[src/rtl/instruction_fetch_pkg.sv]
// instruction_fetch_pkg: shared widths, decode opcodes and fetch FSM states
package instruction_fetch_pkg;
  localparam int RISC_V_DATA_WIDTH = 32;
  localparam int INST_WIDTH = 32;
  typedef enum logic [6:0] {
    OP_LUI    = 7'b0110111,
    OP_AUIPC  = 7'b0010111,
    OP_JAL    = 7'b1101111,
    OP_JALR   = 7'b1100111,
    OP_BRANCH = 7'b1100011,
    OP_LOAD   = 7'b0000011,
    OP_STORE  = 7'b0100011,
    OP_IMM    = 7'b0010011,
    OP_REG    = 7'b0110011,
    OP_SYSTEM = 7'b1110011
  } opcode_t;
  typedef enum logic [2:0] {IDLE, REQ, WAIT, HOLD, DRAIN} fetch_state_t;
endpackage

[src/rtl/instruction_fetch.sv]
// instruction_fetch: PC register and single-outstanding imem fetch with redirect squash
module instruction_fetch
  import instruction_fetch_pkg::*;
#(
  parameter int ADDR_WIDTH = RISC_V_DATA_WIDTH,
  parameter logic [ADDR_WIDTH-1:0] RESET_PC = '0
) (
  input  logic                  clk,
  input  logic                  rst,
  output logic                  imem_req_valid,
  input  logic                  imem_req_ready,
  output logic [ADDR_WIDTH-1:0] imem_addr,
  input  logic                  imem_rsp_valid,
  input  logic [INST_WIDTH-1:0] imem_rsp_data,
  input  logic                  redirect_valid,
  input  logic [ADDR_WIDTH-1:0] redirect_pc,
  output logic [INST_WIDTH-1:0] instruction,
  output logic [ADDR_WIDTH-1:0] inst_pc,
  output logic                  inst_valid,
  input  logic                  inst_ready,
  output logic                  fetch_misalign
);
  fetch_state_t state, state_n;
  logic [ADDR_WIDTH-1:0] pc;
  logic capture;
  assign imem_req_valid = state == REQ;
  assign imem_addr = pc;
  assign capture = state == WAIT && imem_rsp_valid && !redirect_valid;
  // A redirect after the old address was accepted must drain the stale response
  always_comb begin
    state_n = state;
    case (state)
      IDLE:    state_n = REQ;
      REQ:     state_n = imem_req_ready ? (redirect_valid ? DRAIN : WAIT) : REQ;
      WAIT:    state_n = imem_rsp_valid ? (redirect_valid ? REQ : HOLD) : (redirect_valid ? DRAIN : WAIT);
      HOLD:    state_n = (inst_ready || redirect_valid) ? REQ : HOLD;
      DRAIN:   state_n = (imem_rsp_valid && !redirect_valid) ? REQ : DRAIN;
      default: state_n = IDLE;
    endcase
  end
  always_ff @(posedge clk or posedge rst) begin
    if (rst) begin
      state          <= IDLE;
      pc             <= RESET_PC;
      instruction    <= '0;
      inst_pc        <= '0;
      inst_valid     <= 1'b0;
      fetch_misalign <= 1'b0;
    end else begin
      state          <= state_n;
      fetch_misalign <= redirect_valid && |redirect_pc[1:0];
      if (redirect_valid) begin
        pc         <= {redirect_pc[ADDR_WIDTH-1:2], 2'b00};
        inst_valid <= 1'b0;
      end else if (capture) begin
        pc          <= pc + ADDR_WIDTH'(4);
        instruction <= imem_rsp_data;
        inst_pc     <= pc;
        inst_valid  <= 1'b1;
      end else if (state == HOLD && inst_ready) begin
        inst_valid <= 1'b0;
      end
    end
  end
endmodule

[config.mk]
export PLATFORM = sky130hd
export DESIGN_NAME = instruction_fetch
export DESIGN_NICKNAME = d
export VERILOG_FILES = /design/src/rtl/instruction_fetch_pkg.sv /design/src/rtl/instruction_fetch.sv
export SDC_FILE = /design/constraint.sdc
export NUM_CORES = 1
export LEC_CHECK = 0
export ABC_AREA = 1
export BUFFER_PORTS_ARGS = -buffer_cell sky130_fd_sc_hd__buf_2
export CORE_MARGIN = 2
export CORE_UTILIZATION = 40
export CTS_CLUSTER_SIZE = 24
export DETAILED_ROUTE_END_ITERATION = 10
export HOLD_SLACK_MARGIN = 0.15
export PLACE_DENSITY = 0.66
export SLEW_MARGIN = 40
export SYNTH_ARGS = -nofsm -noshare
export SYNTH_HDL_FRONTEND = slang
export SYNTH_SLANG_ARGS = --single-unit
[constraint.sdc]
create_clock -name clk -period 3.5 [get_ports clk]
set_input_delay 0.7 -clock clk [delete_from_list [all_inputs] [get_ports clk]]
set_output_delay 0.7 -clock clk [all_outputs]
set_load 0.01 [all_outputs]
Yosys cells after proc, flatten, opt, wreduce, memory -nomap -nowiden:

Index checks and enable logic that the tools add are counted.

* flip-flop bits (word level): 101
* input bits: 70
* output and inout port bits: 99

* add/sub/neg operators: 1
* equal/unequal tests: 4
* multiplexer cells: 12
* bitwise logic cells: 1
* reductions and logical operators: 12

Operators by type and width (count)
* two-way mux 32 bit: 2
* adder 32 x 3 -> 32 bit, second input constant: 1
* case mux 3 bit (5 select lines): 1
* two-way mux 3 bit: 4
* equality test 3 x 2 -> 1 bit, second input constant: 2
* logical AND 1 bit: 5
* two-way mux 2 bit: 2
* equality test 3 x 1 -> 1 bit, second input constant: 1
* equality test 3 bit, second input constant: 1
* logical NOT 3 bit: 1
* two-way mux 1 bit: 3
* nonzero test 3 bit: 1
* AND reduction 2 bit: 1
* nonzero test 2 bit: 1
* OR reduction 2 bit: 1
* logical NOT 1 bit: 1
* logical OR 1 bit: 1
* NOT 1 bit: 1

Longest topological paths before layout:

* depth after elaboration: 5
* mapped depth: 10
* depth with buffers taken out: 10

Worst setup path after synthesis:

No wires, ideal clock.

* kind: input port to flip-flop
* start: in redirect_valid
* end: reg pc[26], in the netlist imem_addr[26]
* library setup time: 0.065 ns
* arrival: 1.483 ns
* slack: 1.952 ns
* stages: 7
* cell sequence: buf_4 -> inv_2 -> buf_1 -> nor2_1 -> nor2_1 -> nand2_1 -> nand2_1

* longest elaborated chain between the ends: 3
* elaborated cells between the ends (all ways): 4

Ends and longest elaborated chain
* from (decl): RTL line instruction_fetch.sv:15 `input logic redirect_valid,`
* logical NOT 1 bit: RTL line instruction_fetch.sv:28 `assign capture = state == WAIT && imem_rsp_valid && !redirect_valid;`
* logical AND 1 bit: RTL line instruction_fetch.sv:28
* nonzero test 2 bit (no line)
* to (signal assigned): RTL line instruction_fetch.sv:53 `pc <= {redirect_pc[ADDR_WIDTH-1:2], 2'b00};`
* to (signal assigned): RTL line instruction_fetch.sv:56 `pc <= pc + ADDR_WIDTH'(4);`
* to (decl): RTL line instruction_fetch.sv:24 `logic [ADDR_WIDTH-1:0] pc;`

Several ways; a longest one is shown, not always the timed one.
A chain may end at the register's enable or synchronous reset.

Worst setup path after layout:

* start: in redirect_valid
* end: reg inst_pc[2]

* longest elaborated chain between the ends: 3
* elaborated cells between the ends (all ways): 4

Ends and longest elaborated chain
* logical NOT 1 bit: RTL line instruction_fetch.sv:28
* logical AND 1 bit: RTL line instruction_fetch.sv:28
* AND reduction 2 bit (no line) (*)
* to (signal assigned): RTL line instruction_fetch.sv:58 `inst_pc <= pc;`
* to (decl): RTL line instruction_fetch.sv:18 `output logic [ADDR_WIDTH-1:0] inst_pc,`

Mark *: on every way between the ends. The rest lies on a longest branch, timed or not.

==> qor.yml <==
critical_path:
  path_depth: 7
  arrival_ns: 2.48
  required_ns: 3.73
  criticalPathCategory: "in -> reg"
  r2r_start: "state[1]"
  crit_path_end_kind: "register"
  cp_cell_sequence: "buf_2 -> nor2_1 -> nand2_2 -> clkinv_1 -> buf_4 -> nor2_1 -> nor2_1"
  critPathMostFrequentCell: "nor2_1"
  r2r_setup_slack_ns: 1.54
  worst-path-max-fanout: 37
  critPathMaxStageDelay_ns: 0.56
  worst-path-buf-inv: 3
  startpoint: "redirect_valid"
  crit_family: "simple AND/OR/NAND/NOR gates"
  r2r_cells: 9
  crit_slowest_cell: "nand2_2"
  crit_end: "inst_pc[2]"
  worstSetupStartpointType: "input pin"
  r2r_end: "inst_pc[2]"
die:
  num_rows: 40
  fp.dieArea_mm2: 0.0132
  die_x_um: 115
  die_h_um: 115
  io_pins: 169
  fp.coreArea_mm2: 0.0120
  start_util: 0.410
timing:
  max_freq_mhz: 446
  tightest_slew_ns: 0.788
  fin_worst_skew_ns: 0.0100
  setup_viol: 0
  hold_viol: 0
  slew_violations: 0
  fin_crit_ns: 2.24
  hold_slack_ns: 0.466
  min_period_over_period: 0.641
  rsz0062_at_grt: "false"
  tns_ns: 0
  maxSlewHeadroom: 0.473
status:
  status: "completed"
drt:
  vias: 4683
  drt_iter0_markers: 388
  wl_per_cell_um: 14.5
  first_pass_iters: 5
  vias_per_cell: 4.88
  drc: 0
  routed_wl_um: 13900
  antenna_left: 0
layout:
  nets: 878
  area_delta_synth_final_pct: 23.4
  fin_util: 0.506
  n_antenna_cell: 0
  final_cell_mix: "nand2_1 (259), buf_2 (164), dfrtp_1 (97)"
  final_common_cell: "nand2_1"
  layout-drive-gt1-share: 0.257
cts:
  holdBufCountCts: 0
  h-tree-depth: 3
  cts.sinks: 97
  cts_buffers: 9
  post_cts_buffers: 0
  cts_tree: "yes"
  ctsRootBufferMaster: "clkbuf_16"
  ctsResizeCount: 0
  cts_max_path_buffers: 2
  clk_pin_slew_ns: 0.07
  clk_latency_ns: 0.35
power_and_ir_drop:
  total_power_mw: 4.07
  swShare: 0.377
  p_leak_nw: 3.37
  switchingPower_mw: 1.53
  pwr-share-seq: 0.431
  internal-power_mw: 2.54
  power_density_mw_per_mm2: 670
  p_clk_frac: 0.241
  combPwrFrac: 0.328
  ir_worst_vdd_mv: 0.297
synth:
  synth_area_mm2: 0.00492
  syn_area_per_cell_um2: 7.56
  synth_warnings: 0
  ys_seq_area_frac: 0.493
  synth_seq_cells: 97
  postSynthCellCount: 651
  synth.distinct_cells: 33
placed_design:
  port_buffers: 164
  dpl.hpwl_um: 10400
  place_congestion: 0.913
grt:
  grt_pass1_wl_um: 21800
  grt_max_degree: 58
  track_usage: 0.212
  antenna_found_initial: 0
  grt_pass1_vias: 4413
  overflow: 0
min_path:
  min_path_type: "in -> async"
flow_run:
  maxCapViolCount: 0
==> worst min path at each step <==
stage / from / endpoint / slack, ns / depth (start not counted)
final: rst / instruction[30] / 0.47 / 2
after global routing: instruction[23] / instruction[23] / 0.51 / 2
after CTS: instruction[2] / instruction[2] / 0.48 / 2
after detailed placement: instruction[2] / instruction[2] / 0.46 / 2
after global placement: instruction[2] / instruction[2] / 0.46 / 2
after floorplan: state[1] / state[2] / 0.51 / 3
==> per-stage QoR <==
stage          setup slack [ns]  cells  area (um2)
3_3_place_gp              0.965    943        5780
6_report                   1.26    959        6080
5_1_grt                    1.03    959        6080
2_1_floorplan             0.266    654        4930
4_1_cts                    1.28    959        6080
3_5_place_dp              0.921    943        5780
==> power groups by stage <==
stage                     sequential [mW]  clock (mW)  combinational [mW]
after floorplan                      1.91           0               0.612
after global placement               1.76           0                1.31
after detailed placement             1.77           0                1.34
after CTS                            1.75        1.01                1.35
after global routing                 1.81        1.05                1.50
final                                1.75       0.980                1.33
==> area by class of cell <==
cell class              instances  area (um2)
flip-flops and latches         97        2430
clock inverters                 6        56.3
fillers                      1202        5940
well taps                     147         184
inverters                      53         201
repair buffers                171         886
clock buffers                  10         239
multi-input cells             475        2080
==> logic make-up (layout without fill, tap and decap cells) <==
kind of cell,count (synthesis),after routing,synth area share
buffers and inverters,82,240,0.0864
AOI/OAI and AO/OA,77,77,0.0849
and+or+nand+nor,392,392,0.331
xor gates and xnor gates,1,1,0.00178
other,1,4,0.000762
DFF,97,97,0.493
adders and majority gates,1,1,0.00254
==> layer usage <==
metal / GRT usage / vias up / share of wire
li1: - / 2353 / -
met1: 0.296 / 2171 / 0.46
met2: 0.333 / 141 / 0.46
met3: 0.0332 / 18 / 0.054
met4: 0.0803 / 0 / 0.019
met5: 0 / - / 0
==> state kept, by name, summed over array words and instances, names as in the netlist <==
register        count
state               3
imem_addr          30
inst_valid          1
instruction        32
fetch_misalign      1
inst_pc            30
==> cells in the mapped netlist (all sizes together) <==
cell       n  area, um2
a211oi     2       15.0
a21oi     18       90.1
a31oi      2       12.5
a32oi      1       8.76
and2       2       12.5
buf       27        209
clkbuf     2       17.5
clkinv     1       3.75
conb       1       3.75
dfrtp     97       2430
ha         1       12.5
inv       52        195
nand2    266       1020
nand3     37        185
nor2      82        384
nor3       5       25.0
o2111ai    1       8.76
o211ai     5       37.5
o21ai     46        230
o221ai     1       8.76
o22ai      1       6.26
xor2       1       8.76
==> worst register-to-register path, delay by kind of cell, from the launching register on <==
family,cells,cell delay (ns)
buffers and inverters,4,0.57
and+or+nand+nor,5,0.90
DFF,1,0.38
Power figures use the tool's default switching activity.
